### src/rtl/colour_pwm_driver_if.sv
// rtl/colour_pwm_driver_if.sv - colour code in, RGB PWM drive and status out
//   colour[2:0], enable       : colour request from the cycler ({B,G,R} code)
//   led_r, led_g, led_b       : registered PWM drives
//   period_tick, settled      : period-start pulse and fade-complete flag
interface colour_pwm_driver_if;
    logic [2:0] colour;
    logic       enable;
    logic       led_r;
    logic       led_g;
    logic       led_b;
    logic       period_tick;
    logic       settled;

    modport master (
        output colour, enable,
        input  led_r, led_g, led_b, period_tick, settled
    );

    modport slave (
        input  colour, enable,
        output led_r, led_g, led_b, period_tick, settled
    );
endinterface

### src/rtl/colour_pwm_driver.sv
// rtl/colour_pwm_driver.sv - 3-bit colour code to three fading RGB PWM drives
//   clk, rst_n : clock, asynchronous active-low reset
//   bus        : colour_pwm_driver_if.slave (colour/enable in, leds/status out)
module colour_pwm_driver #(
    parameter int PWM_W   = 8,
    parameter int STEP    = 16,
    parameter bit FADE_EN = 1'b1
) (
    input  logic                  clk,
    input  logic                  rst_n,
    colour_pwm_driver_if.slave    bus
);
    localparam logic [PWM_W-1:0] MAX    = {PWM_W{1'b1}};
    localparam logic [PWM_W-1:0] STEP_V = PWM_W'(STEP);

    // Channel index 0 = red, 1 = green, 2 = blue, matching colour bit order.
    logic [PWM_W-1:0]       cnt_q;
    logic [2:0][PWM_W-1:0]  duty_q;
    logic [2:0][PWM_W-1:0]  duty_d;
    logic [2:0][PWM_W-1:0]  tgt_d;
    logic [2:0]             led_q;
    logic                   period_tick_q;
    logic                   settled_q;
    logic                   settled_d;
    logic                   boundary;

    // Colour is only looked at on the edge that ends a period, so a pulse
    // already in progress always completes with its old duty.
    assign boundary = (cnt_q == MAX);

    // Move duty toward target by at most STEP; the guards keep the
    // arithmetic from ever wrapping.
    function automatic logic [PWM_W-1:0] ramp(input logic [PWM_W-1:0] d,
                                              input logic [PWM_W-1:0] t);
        logic [PWM_W-1:0] r;
        r = d;
        if (d < t) begin
            r = ((t - d) > STEP_V) ? d + STEP_V : t;
        end else if (d > t) begin
            r = ((d - t) > STEP_V) ? d - STEP_V : t;
        end
        return r;
    endfunction

    always_comb begin
        settled_d = 1'b1;
        tgt_d     = '0;
        duty_d    = '0;
        for (int i = 0; i < 3; i++) begin
            tgt_d[i]  = (bus.enable && bus.colour[i]) ? MAX : '0;
            duty_d[i] = FADE_EN ? ramp(duty_q[i], tgt_d[i]) : tgt_d[i];
            if (duty_d[i] != tgt_d[i]) begin
                settled_d = 1'b0;
            end
        end
    end

    always_ff @(posedge clk or negedge rst_n) begin
        if (!rst_n) begin
            cnt_q         <= '0;
            duty_q        <= '0;
            led_q         <= '0;
            period_tick_q <= 1'b0;
            settled_q     <= 1'b1;
        end else begin
            cnt_q         <= cnt_q + 1'b1;
            period_tick_q <= boundary;
            if (boundary) begin
                duty_q    <= duty_d;
                settled_q <= settled_d;
            end
            // Full-scale duty must be solid high; cnt < MAX alone would
            // leave one dark cycle per period.
            for (int i = 0; i < 3; i++) begin
                led_q[i] <= (duty_q[i] == MAX) || (cnt_q < duty_q[i]);
            end
        end
    end

    assign bus.led_r       = led_q[0];
    assign bus.led_g       = led_q[1];
    assign bus.led_b       = led_q[2];
    assign bus.period_tick = period_tick_q;
    assign bus.settled     = settled_q;
endmodule

### src/flat_wrapper.sv
// flat-port wrapper written by rule: the top's interface ports become plain ports
module colour_pwm_driver_flat 
#(
    parameter int PWM_W   = 8,
    parameter int STEP    = 16,
    parameter bit FADE_EN = 1'b1
)
  (clk, rst_n, bus_colour, bus_enable, bus_led_r, bus_led_g, bus_led_b, bus_period_tick, bus_settled);
  colour_pwm_driver_if bus_i ();
  input  logic clk;
  input  logic rst_n;
  input wire logic [$bits(bus_i.colour)-1:0] bus_colour;
  input wire logic [$bits(bus_i.enable)-1:0] bus_enable;
  output wire logic [$bits(bus_i.led_r)-1:0] bus_led_r;
  output wire logic [$bits(bus_i.led_g)-1:0] bus_led_g;
  output wire logic [$bits(bus_i.led_b)-1:0] bus_led_b;
  output wire logic [$bits(bus_i.period_tick)-1:0] bus_period_tick;
  output wire logic [$bits(bus_i.settled)-1:0] bus_settled;
  assign bus_i.colour = bus_colour;
  assign bus_i.enable = bus_enable;
  assign bus_led_r = bus_i.led_r;
  assign bus_led_g = bus_i.led_g;
  assign bus_led_b = bus_i.led_b;
  assign bus_period_tick = bus_i.period_tick;
  assign bus_settled = bus_i.settled;
  colour_pwm_driver #(.PWM_W(PWM_W), .STEP(STEP), .FADE_EN(FADE_EN)) u_core (.clk(clk), .rst_n(rst_n), .bus(bus_i));
endmodule
### config.mk
export PLATFORM = sky130hd
export DESIGN_NAME = colour_pwm_driver_flat
export DESIGN_NICKNAME = d
export VERILOG_FILES = /design/src/rtl/colour_pwm_driver_if.sv /design/src/rtl/colour_pwm_driver.sv /design/src/flat_wrapper.sv
export SDC_FILE = /design/constraint.sdc
export NUM_CORES = 1
export LEC_CHECK = 0
export CORE_MARGIN = 3
export CORE_UTILIZATION = 50
export DETAILED_ROUTE_END_ITERATION = 16
export PLACE_DENSITY = 0.65
export SLEW_MARGIN = 30
export SYNTH_ARGS = -nofsm -noshare
export SYNTH_HDL_FRONTEND = slang
export SYNTH_SLANG_ARGS = --single-unit
### constraint.sdc
create_clock -name clk -period 8.7 [get_ports clk]
set_input_delay 1.74 -clock clk [delete_from_list [all_inputs] [get_ports clk]]
set_output_delay 1.74 -clock clk [all_outputs]
set_load 0.01 [all_outputs]
==> results of run 1 <==
## kinds of logic after synthesis
| family | Yosys count | share of synthesized area [%] |
|---|---|---|
| simple gates | 221 | 24.2 |
| compound gates | 192 | 26.3 |
| buf+inv | 71 | 5.90 |
| fa+ha+maj | 68 | 17.4 |
| flops | 37 | 18.8 |
| xor+xnor | 28 | 5.11 |
| mux | 11 | 2.33 |
## routing by layer
layer	up-vias	GRT usage, %
li1	2275	-
met2	75	36.4
met1	2197	31.3
met4	0	4.50
met3	12	2.08
met5	-	0
## layout by cell type, fill, tap and decap left out, drive strengths merged, types with 13 or more instances in the layout
master / netlist / layout
ha: 67 / 67
nand2: 66 / 66
o21ai: 45 / 45
a21oi: 43 / 43
inv: 43 / 43
dfrtp: 36 / 36
nor2: 30 / 30
nand3: 24 / 24
xnor2: 21 / 21
nand2b: 18 / 18
a21o: 18 / 18
nor2b: 13 / 13
nand4: 13 / 13
nor3: 13 / 13
## synthesized netlist by cell type, types with 5 or more instances
master / instances
o211ai_1: 5
nor3_1: 10
nor2_1: 30
and3_1: 6
nand2b_1: 18
dfrtp_1: 36
inv_1: 42
o21ai_0: 40
clkbuf_1: 17
nor4_1: 5
nor2b_1: 13
xor2_1: 6
a21o_1: 16
ha_1: 67
a21oi_1: 42
nand3b_1: 10
a31o_2: 5
xnor2_1: 21
mux2i_1: 7
nand2_1: 66
nand4_1: 12
o22ai_1: 7
nand3_1: 23
buf_2: 8
or3_1: 5
a31oi_1: 8
a211oi_1: 6
## state kept, by name (all words and copies together) (netlist names)
| signal | flops |
|---|---|
| u_core.bus.period_tick | 1 |
| u_core.bus.settled | 1 |
| u_core.duty_q | 24 |
| u_core.cnt_q | 8 |
| u_core.led_q | 3 |
## final cells by class
type / count / area (um2)
sequential: 37 / 927
clock buffer: 5 / 68.8
fill: 902 / 4230
timing repair buffer: 11 / 115
multi-input combinational: 520 / 3730
clock inverter: 3 / 17.5
inverter: 43 / 161
tap: 129 / 161
## power groups by stage
stage	Clock, uW	Sequential, uW	Combinational [uW]
after floorplan	0	178	103
after global placement	0	179	127
after detailed placement	0	179	130
after CTS	126	175	130
after global routing	134	176	148
final	122	175	134
## worst register-to-register path: stages, from the launching register on
cell       delay, ps
dfrtp_1          550
inv_1            220
ha_1             450
a21oi_1          260
nor2_1            90
a2111oi_2        360
xor2_1           240
and4bb_2         340
mux2_2           170
a22oi_1          110
a2111oi_0        460
a32oi_1          120
o31ai_1          250
## path summary, 6_finish.rpt
path | start | to | slack (ps) | cells past startpoint
setup reg to reg | u_core.duty_q[20]$_DFFE_PN0P_ | u_core.bus.settled$_DFFE_PN1P_ | 4990 | 12
hold / removal | u_core.bus.settled$_DFFE_PN1P_ | u_core.bus.settled$_DFFE_PN1P_ | 480 | 2
setup / recovery | bus_enable | u_core.bus.settled$_DFFE_PN1P_ | 2560 | 14
min in group asynchronous | rst_n | u_core.duty_q[13]$_DFFE_PN0P_ | 1300 | 1
max in group asynchronous | rst_n | u_core.bus.settled$_DFFE_PN1P_ | 6900 | 2
hold reg to reg | u_core.bus.settled$_DFFE_PN1P_ | u_core.bus.settled$_DFFE_PN1P_ | 480 | 2
## metrics by stage
stage	setup slack, ps	utilization (%)	instances	hold WS (ps)	cell area (um2)
finish	2560	55.0	748	485	5180
global route	2120	55.0	748	512	5180
CTS	2650	54.8	747	491	5160
detailed placement	2360	53.9	739	481	5080
global placement	2260	53.8	739	468	5070
floorplan	3850	-	628	476	4940
==> results.cfg, run 1 <==
[critical_path]
crit_path_end_kind = flip-flop
worst_path_most_repeated_cell = inv_1
cp_slowest_cell = a31oi_2
cp_slowest_stage_delay_ps = 600
path_buf_inv = 3
crit_required_ps = 8910
crit_arrival_ps = 6340
startpoint_type = input port
critical_path_class = input port to flip-flop
crit_chain = clkdlybuf4s50_1 > nand2_1 > inv_1 > ha_1 > nor2b_1 > o211ai_1 > a31oi_1 > a31oi_2 > inv_1 > nor3_1 > nor2_1 > a2111oi_0 > a32oi_1 > o31ai_1
cp_top_family = compound AO/OA/AOI/OAI gates
critPathMaxFanout = 18

[clock_tree]
htreeDepth = 2
cts_resized = 0
clock_latency_ps = 290
cts_tree = done
cts_max_path_buffers = 2
cts-buffers-inserted = 5
cts_setup_buffers = 0
cts_root_buf = clkbuf_8
cts_sinks = 37
clk_pin_slew_ps = 80
ctsHoldBuffers = 0

[place]
hpwl_um = 9200
gp_congestion = 0.887
io_buffers = 10

[yosys]
synth_top_area_share_pct = 18.2
yosys-top-cells-area = dfrtp_1 (18%), ha_1 (17%), nand2_1 (5.0%)
synth_edf_count = 0
ys_types = 79
synth-seq-cells = 37
async_flop_share_pct = 100
ys_warn_count = 0
yosysTopAreaCell = dfrtp_1
synth_ff_type = dfrtp_1
synth_nets = 702
syn_inst = 628
synth.avg_cell_area_um2 = 7.87
yosysSeqAreaShare_pct = 18.8
syn_area_um2 = 4940

[grt]
grt_start_max_net_pins = 38
grt_pass1_wl_um = 20900
grt_usage_pct = 22.0
grt_antenna_before_repair = 0
grt_pass1_vias = 4367
grt_overflow = 0

[floorplan]
ios = 11
coreArea_um2 = 9420
rows = 35
die_h_um = 105
start_util_pct = 52.5
die-width_um = 105
dieArea_um2 = 11100

[finish]
nets = 692
diodes = 0
drive_gt1_share_pct = 7.59
synthToLayoutAreaGrowth_pct = 4.83

[timing]
relSlewSlack_pct = 45.2
max_clock_freq_mhz = 163
hold_viol_final = 0
fin_crit_sh_pct = 70.5
rsz0062_at_grt = no
slew_viol_final = 0
worst_slew_pin_slew_ps = 815
finClkSkew_ps = 4.85
setup_viol = 0
fin_crit_ps = 6140
fin_setup_tns_ps = 0

[flow_run]
drv_cap = 0

[pwr]
switching_share_pct = 34.8
ir_drop_uv = 52.1
power_switching_uw = 150
cellLeakagePower_uw = 0.00231
power_frac_comb_pct = 31.0
power.share.clock_pct = 28.3
pwr-share-seq_pct = 40.7
p_per_area_nw_per_um2 = 83.1
finalPower_uw = 430
p_int_uw = 281

[routing]
firstDrtPassIters = 4
routed.top_layer = met4
drcViolationCount = 0
vias_per_cell = 6.09
met3_length_um = 314
wl_um = 12000
drt_iter0_drc = 271
postRouteAntennaNets = 0
wl_per_cell_um = 16.0
m1WireLength_um = 5980
route.met2.wl_um = 5540
vias = 4559

[hold_path]
worst_hold_path_type = flip-flop to flip-flop

[status]
status = finished clean
No activity file was read; power rests on OpenSTA's default activity.
==> run 2, diff against run 1 <==
==> constraint.sdc (replaced) <==
create_clock -name clk -period 6.23 [get_ports clk]
set_input_delay 1.246 -clock clk [delete_from_list [all_inputs] [get_ports clk]]
set_output_delay 1.246 -clock clk [all_outputs]
set_load 0.01 [all_outputs]
==> run 2 against run 1 <==
Effect of this change:
- cell area barely moved
- register-to-register slack worse by 2500 ps
- global-route usage decreased by 0.088 points
- combinational power increased by 38%
- die area unchanged
- via count grew 0.13%
==> results.cfg, run 2 (synthesized netlist as in run 1, its figures left out) <==
[finish]
final_cell_mix = ha_1 (67), nand2_1 (66), a21oi_1 (42), inv_1 (42), o21ai_0 (40)
largest_reg_flops = 24
largest_register = u_core.duty_q
reg_top3 = u_core.duty_q: 24 flops, u_core.cnt_q: 8 flops, u_core.led_q: 3 flops
drive_gt1_share_pct = 7.42
n_fill_cell = 904
synthToLayoutAreaGrowth_pct = 4.76
nets = 694
multiInputGateArea_um2 = 3720
final_common_cell = ha_1
diodes = 0
seq_area_um2 = 927

[pwr]
power.share.clock_pct = 28.8
switching_share_pct = 33.3
pwr-share-seq_pct = 40.6
power_frac_comb_pct = 30.6
finalPower_uw = 603
p_int_uw = 403
cellLeakagePower_uw = 0.00231
ir_drop_uv = 62.7
p_per_area_nw_per_um2 = 117
power_switching_uw = 201

[critical_path]
cp_slowest_cell = clkdlybuf4s50_1
crit_required_ps = 6440
startpoint_type = input port
worst_path_most_repeated_cell = nand2_1
crit_path_end_kind = flip-flop
critPathMaxFanout = 11
path_buf_inv = 2
crit_arrival_ps = 5540
critical_path_class = input port to flip-flop
crit_chain = clkdlybuf4s50_1 > nand2_1 > buf_4 > ha_1 > a21o_1 > and3_1 > or4_4 > xor2_2 > nor4_4 > nand2_1 > mux2_2 > a21oi_1 > nor4b_2 > mux2i_1 > o31ai_1
cp_slowest_stage_delay_ps = 580
crit_start = bus_enable
cp_top_family = simple AND/OR/NAND/NOR gates
reg2reg_from = u_core.duty_q[20]$_DFFE_PN0P_

[clock_tree]
cts-buffers-inserted = 5
cts_resized = 0
cts_root_buf = clkbuf_8
clk_pin_slew_ps = 70
cts_sinks = 37
clock_latency_ps = 290
htreeDepth = 2
cts_max_path_buffers = 2
ctsHoldBuffers = 0
cts_setup_buffers = 0
cts_tree = done

[timing]
slew_viol_final = 0
fin_setup_tns_ps = 0
finClkSkew_ps = 3.81
max_clock_freq_mhz = 187
fin_crit_ps = 5330
setup_viol = 0
fin_crit_sh_pct = 85.6
holdWs_ps = 476
hold_viol_final = 0
worst_slew_pin_slew_ps = 836
rsz0062_at_grt = no
relSlewSlack_pct = 44.3

[place]
gp_congestion = 0.940
hpwl_um = 9100
io_buffers = 10

[status]
status = finished clean

[routing]
firstDrtPassIters = 4
wl_um = 11800
drcViolationCount = 0
drt_iter0_drc = 325
vias_per_cell = 6.09
wl_per_cell_um = 15.7
vias = 4565
postRouteAntennaNets = 0

[flow_run]
drv_cap = 0

[floorplan]
die_h_um = 105
ios = 11
die-width_um = 105
coreArea_um2 = 9420
dieArea_um2 = 11100
start_util_pct = 52.5
rows = 35

[grt]
grt_antenna_before_repair = 0
grt_pass1_vias = 4377
grt_start_max_net_pins = 38
grt_overflow = 0
grt_usage_pct = 22.0
grt_pass1_wl_um = 20800

[hold_path]
worst_hold_path_type = flip-flop to flip-flop
worstHoldStart = u_core.bus.settled$_DFFE_PN1P_
run 2: cell types whose count changed in the layout (fill, tap and decap cells not counted), sizes merged:
| cell | before | now |
|---|---|---|
| clkbuf | 5 | 7 |
| buf | 2 | 4 |
| clkinv | 2 | 0 |
| clkinvlp | 1 | 0 |
run 2: worst register-to-register path: stages (launching register included):
cell	delay, ps
dfrtp_1	560
inv_1	200
ha_1	490
o21a_1	170
nor2_1	40
a31oi_1	330
mux2i_1	230
o22a_1	240
nand2_1	160
nor3_1	310
nor2_1	70
a2111oi_0	430
a32oi_1	130
o31ai_1	240
run 2: power by group through the flow:
stage	clock, uW	sequential [uW]	combinational (uW)
4_1_cts	178	245	183
2_1_floorplan	0	249	144
6_report	174	245	185
5_1_grt	187	245	207
3_3_place_gp	0	250	180
3_5_place_dp	0	249	182
run 2: worst paths after layout:
check	slack, ps	end	cells after the start
max	900	u_core.bus.settled$_DFFE_PN1P_	15
min	480	u_core.bus.settled$_DFFE_PN1P_	2
max reg2reg	2540	u_core.bus.settled$_DFFE_PN1P_	13
min reg2reg	480	u_core.bus.settled$_DFFE_PN1P_	2
max in group asynchronous	4650	u_core.duty_q[8]$_DFFE_PN0P_	1
min in group asynchronous	1040	u_core.duty_q[22]$_DFFE_PN0P_	1
run 2: layout make-up:
| cell class | count | share of cell area, % |
|---|---|---|
| Inverter | 43 | 3.12 |
| Multi-Input combinational cell | 520 | 71.9 |
| Tap cell | 129 | 3.12 |
| Sequential cell | 37 | 17.9 |
| Timing Repair Buffer | 13 | 2.27 |
| Clock buffer | 7 | 1.67 |
run 2: metrics by stage:
stage,worst slack [ps],util [%],instances,area [um2]
6_report,896,55.0,749,5180
5_1_grt,670,55.0,749,5180
4_1_cts,912,55.0,749,5180
3_5_place_dp,643,54.1,742,5090
3_3_place_gp,697,54.1,742,5090
2_1_floorplan,1870,-,628,4940
run 2: layer usage:
metal	track usage (%)	wire, um
met5	0	0
met4	5.34	213
met3	1.78	390
met2	37.2	5460
met1	30.3	5700
